$ cat src/rtl/mul_reduce.sv
// ============================================================================
// mul_reduce : folds a 9-limb characteristic-2 product to 5 limbs with B^5 = B^2 + 1
// Revision   : 1.0 - initial release
// ============================================================================
`default_nettype none

module mul_reduce #(
   parameter int LIMB_W = 8
) (
   input  logic              clk,
   input  logic              reset,
   input  logic              in_valid,
   output logic              in_ready,
   input  logic [LIMB_W-1:0] s0,
   input  logic [LIMB_W-1:0] s1,
   input  logic [LIMB_W-1:0] s2,
   input  logic [LIMB_W-1:0] s3,
   input  logic [LIMB_W-1:0] s4,
   input  logic [LIMB_W-1:0] s5,
   input  logic [LIMB_W-1:0] s6,
   input  logic [LIMB_W-1:0] s7,
   input  logic [LIMB_W-1:0] s8,
   output logic              out_valid,
   input  logic              out_ready,
   output logic [LIMB_W-1:0] r0,
   output logic [LIMB_W-1:0] r1,
   output logic [LIMB_W-1:0] r2,
   output logic [LIMB_W-1:0] r3,
   output logic [LIMB_W-1:0] r4,
   output logic              busy
);

   localparam logic [1:0] IDLE   = 2'd0;
   localparam logic [1:0] FOLD   = 2'd1;
   localparam logic [1:0] DONE   = 2'd2;
   localparam logic [3:0] K_TOP  = 4'd8;
   localparam logic [3:0] K_LAST = 4'd5;

   logic [1:0]        state;
   logic [3:0]        k;
   logic [LIMB_W-1:0] t      [0:8];
   logic [LIMB_W-1:0] s_in   [0:8];
   logic [LIMB_W-1:0] t_fold [0:8];

   assign s_in[0] = s0;
   assign s_in[1] = s1;
   assign s_in[2] = s2;
   assign s_in[3] = s3;
   assign s_in[4] = s4;
   assign s_in[5] = s5;
   assign s_in[6] = s6;
   assign s_in[7] = s7;
   assign s_in[8] = s8;

   // One fold of limb k: B^k = B^(k-3) + B^(k-5); k is always in 5..8 here.
   always_comb begin
      for (int i = 0; i < 9; i++) begin
         t_fold[i] = t[i];
      end
      for (int j = 5; j <= 8; j++) begin
         if (k == 4'(j)) begin
            t_fold[j-5] = t[j-5] ^ t[j];
            t_fold[j-3] = t[j-3] ^ t[j];
            t_fold[j]   = '0;
         end
      end
   end

   always_ff @(posedge clk or posedge reset) begin
      if (reset) begin
         state <= IDLE;
         k     <= K_TOP;
         for (int i = 0; i < 9; i++) begin
            t[i] <= '0;
         end
      end else begin
         case (state)
            IDLE: begin
               if (in_valid) begin
                  for (int i = 0; i < 9; i++) begin
                     t[i] <= s_in[i];
                  end
                  k     <= K_TOP;
                  state <= FOLD;
               end
            end
            FOLD: begin
               for (int i = 0; i < 9; i++) begin
                  t[i] <= t_fold[i];
               end
               k <= k - 4'd1;
               if (k == K_LAST) begin
                  state <= DONE;
               end
            end
            DONE: begin
               if (out_ready) begin
                  state <= IDLE;
               end
            end
            default: state <= IDLE;
         endcase
      end
   end

   assign in_ready  = (state == IDLE);
   assign out_valid = (state == DONE);
   assign busy      = (state != IDLE);

   assign r0 = t[0];
   assign r1 = t[1];
   assign r2 = t[2];
   assign r3 = t[3];
   assign r4 = t[4];

endmodule

`default_nettype wire

$ cat config.mk
export PLATFORM = sky130hd
export DESIGN_NAME = mul_reduce
export DESIGN_NICKNAME = d
export VERILOG_FILES = /design/src/rtl/mul_reduce.sv
export SDC_FILE = /design/constraint.sdc
export NUM_CORES = 1
export LEC_CHECK = 0
export CAP_MARGIN = 10
export CORE_AREA = 2 2 71 140
export CTS_CLUSTER_DIAMETER = 30
export DETAILED_ROUTE_END_ITERATION = 16
export DIE_AREA = 0 0 73 142
export PLACE_DENSITY = 0.79
export SLEW_MARGIN = 20
export SYNTH_ARGS = -nofsm -noshare
export SYNTH_HDL_FRONTEND = slang
export SYNTH_SLANG_ARGS = --single-unit
$ cat constraint.sdc
create_clock -name clk -period 3.25 [get_ports clk]
set_input_delay 0.65 -clock clk [delete_from_list [all_inputs] [get_ports clk]]
set_output_delay 0.65 -clock clk [all_outputs]
set_load 0.005 [all_outputs]
After elaboration in Yosys (flattened, before gate mapping). Cells that the tools add are included. Widths: inputs -> output; s select.

Add/subtract/negate cells: 1. Equal/unequal tests: 15. Mux-type cells: 20. Bitwise gates (word level): 8. Reduce and logical (&&, ||, !) cells: 12.

Operator list (count): $pmux 72 s2 (1); $mux 8 (12); $mux 72 (1); $xor 8x8->8 (8); $reduce_and 3->1 (8); $eq 4x3->1 const B (3); $ne 2x2->1 const B (5); $ne 3x3->1 const B (3); $pmux 4 s2 (1); $mux 2 (3); $pmux 2 s3 (1); $eq 4x4->1 const B (1); $mux 4 (1); $reduce_bool 2->1 (2); $sub 4x1->4 const B (1); $eq 2x1->1 const B (1); $eq 2x2->1 const B (1); $logic_not 2->1 (1); $ne 2x1->1 const B (1); $reduce_and 2->1 (1).

Register bits: 78. Input bits: 76. Word-level logic and storage cells: 67.

Longest topological paths before layout.
Depth in word-level cells: 4. Depth in mapped cells: 9.

Worst setup path after synthesis. Ideal clock, no wire load.

Kind: register -> register. Start point: register k[0]. End point: register t, in the netlist r3[0]. Setup time: 0.132 ns. Arrival: 1.680 ns. Required time: 3.118 ns. Slack: 1.438 ns. Cell stages (with the launch flop): 10. Buffers on the path: 3. Path through: dfrtp_1 inv_1 ha_1 nand3b_4 buf_6 or2_1 buf_6 buf_6 nand2_1 a2bb2oi_1.

Cells in the longest elaborated chain, start to end: 3. Elaborated cells between the ends (all ways): 6.

Ends and longest elaborated chain: start: declaration (RTL line 40) `logic [3:0] k;`; start signal: assignment (RTL line 91) `k <= k - 4'd1;`; $eq 4x3->1 or $eq 4x4->1 (tied branches) (RTL line 61) `if (k == 4'(j)) begin`; $ne 3x3->1 (no source line) or $mux 8 (tied branches); $reduce_and 3->1 (no source line) or $pmux 72 s2 (tied branches); end signal: indexed assignment (RTL line 81) `t[i] <= s_in[i];`; end signal: indexed assignment (RTL line 89) `t[i] <= t_fold[i];`; end: declaration (RTL line 41) `logic [LIMB_W-1:0] t [0:8];`.

Several ways; a longest one is shown, not always the timed one. A chain may end at the register's enable or synchronous reset.

Final worst setup path.
Start point: register state[1]. End point: output in_ready.

Cells in the longest elaborated chain, start to end: 1.

Ends and longest elaborated chain: start: declaration (RTL line 39) `logic [1:0] state;`; start signal: assignment (RTL line 71) `state <= IDLE;`; start signal: assignment (RTL line 84) `state <= FOLD;`; start signal: assignment (RTL line 93) `state <= DONE;`; $logic_not 2->1 (RTL line 106) `assign in_ready = (state == IDLE);`; end: declaration (RTL line 13) `output logic in_ready,`.

No other way between the ends.

==> run metrics <==
Die Span X 73 microns; Die Y 142 microns; synthesized instance count 475; Max-Slew Margin vs Limit 43.3%; power per cell area 998 nW/um^2; post-cts sizing count 0; clock tree from TritonCTS yes; simple-gate area share of the yosys netlist 12.3%; setup TNS 0 ps; clk_skew 5.00 ps; Post-Synth Adder-Cell Area 1.40%; Synth Area in Compound Gates 26.7%; Clock Path Buffers 2; Max Slew Vio Count 0; DRT Wirelength 12000 microns; most frequent cells in the layout clkdlybuf4s50_1, dfrtp_1, a21oi_1; Final Hold Viols 0; Switching Fraction 39.0%; overall die area 10400 sq um; CP Data Required Time 2600 ps; Core Area 9320 sq um; crit path from state[1]; post-layout min period 2330 ps; Rows 50; wire per inst 18.7 microns; dominant cells by area after synthesis dfrtp_1, buf_4, a21oi_1, a2bb2oi_1, o21ai_0; CTS Buf Count 9; RSZ-0062 raised after global routing false; Vias 3886; IO Pins 119; Remaining DRCs 0; status completed; sequential area share after synthesis 43.8%; clk_lat worst skew 330 ps; RR Startpoint k[0]; synthesized net count 556; Reg2Reg Setup Slack 1000 ps; P&R area growth vs syn 26.4%; largest net degree at the start of global routing 58; IO buf count 118; Critical Path Fanout Max 11; post-synth top area share 43.2%; # setup viols final 0; cts hold-fix bufs 0; DP HPWL 8950 microns; post-route antenna net violation count 0; Placer Congestion 0.884; Worst VDD drop 0.487 mV; register bit total from synthesis 78; Synth area leader dfrtp_1; Synth Area in XOR/XNOR 0%; Comb pwr share 47.4%; post-synthesis mux area share 3.59%; clock slew at reported path FFs 50 ps; Power Total 5.63 mW; final core occ 60.5%; first-pass GRT wire length 19100 microns; hold path cells 2; worst-margin pin slew 851 ps; hold path start r4[2]; Initial Util 47.9%; post-CTS setup repair buffer count 0; initial antenna violation count 0; element type at the critical path start flop; Peak Freq 429 MHz; worst min-delay path class flop to flop; vias per cell 6.05; 1st-pass router iterations 4; Nets 616; grt ovf 0; post-synth cell types 35; Crit. End Element output pin; NetSw 2.20 mW; clock power share 17.5%; share of cells above drive strength 1 4.83%; Post-Syn Area 4460 sq um; Critical Path AT 1680 ps; Setup CP Type flop to output pin; root buf cell clkbuf_16; max-cap violation count 0; sequential share of power 35.0%; DR iter-0 viols 216; warning count from the yosys run 0; LEAKAGE 2.48 nW; r2r worst-path depth 6; vias in the first global route 3824; main combinational cell family by area after synthesis compound AO/OA/AOI/OAI gates; clock sinks 78; Pint 3.43 mW; Tcrit/Tclk final 71.7%; syn_area_per_cell 9.39 sq um; overall routing resource usage 24.0%; commonest non-fill, non-tap cell in the layout clkdlybuf4s50_1; H-Tree Depth 3; n_diodes 0
## metal layers
metal	track usage [%]	up-vias	wire length, microns
met5	0	-	0
met4	12.3	0	503
met3	3.54	38	484
met2	42.4	136	6680
met1	27.1	1892	4320
li1	-	1820	-
## power by group through the flow
stage | Combinational, mW | Sequential (mW) | Clock [mW]
detailed placement | 2.65 | 1.98 | 0
floorplan | 2.16 | 1.75 | 0
global placement | 2.55 | 1.95 | 0
global route | 2.96 | 2.02 | 1.04
finish | 2.67 | 1.97 | 0.988
CTS | 2.67 | 1.97 | 1.00
## final timing paths
check                            to
setup / recovery           in_ready
hold / removal                r4[2]
setup reg to reg              r3[4]
hold reg to reg               r4[2]
max in group asynchronous      k[3]
min in group asynchronous     r0[0]
## cell type report
cell class / count / area [sq um]
Fill cell: 787 / 3680
Multi-Input combinational cell: 309 / 1970
Sequential cell: 78 / 1950
Timing Repair Buffer: 124 / 1250
Clock buffer: 13 / 260
Tap cell: 104 / 130
Inverter: 13 / 50.0
Clock inverter: 1 / 30.0
## sequential cells by signal, summed over array words and instances, names as in the netlist
register and cells:
k 4, r0 8, r1 8, r2 8, r3 8, r4 8, state 2, t 32
## per-stage QoR
step / instances / hold slack [ps] / cell area (sq um) / worst slack [ps]
after floorplan: 475 / 500 / 4460 / 607
after global placement: 628 / 530 / 5350 / 798
after detailed placement: 628 / 542 / 5350 / 687
after CTS: 642 / 555 / 5640 / 911
after global routing: 642 / 577 / 5640 / 834
final: 642 / 556 / 5640 / 920
## synthesized netlist by cell type
library cell and instances:
a21o_1 3, a21oi_1 52, a22o_1 17, a22oi_1 15
a22oi_4 1, a2bb2oi_1 23, a2bb2oi_2 1, a32oi_1 8
and2_1 1, and2_4 1, and3b_1 2, buf_2 22
buf_4 41, buf_6 5, clkbuf_1 7, dfrtp_1 77
dfstp_2 1, ha_1 5, inv_1 13, mux2i_1 16
nand2_1 47, nand2b_1 19, nand3_1 25, nand3b_1 1
nand3b_4 1, nand4b_1 3, nor2_1 1, nor2_2 1
nor2b_1 2, nor3_1 1, nor4_1 1, o21ai_0 36
o21bai_1 1, o22ai_1 24, or2_1 1
## logic make-up after synthesis
family,Yosys count
AOI/OAI and AO/OA,181
adders and majority gates,5
buffers and inverters,88
DFF,78
muxes,16
and+or+nand+nor,107
## critical path, stage by stage (launching register included)
cell and delay, ps:
dfrtp_1 520, nor2_1 280, clkdlybuf4s50_1 550
No activity file was read; power rests on OpenSTA's default activity.
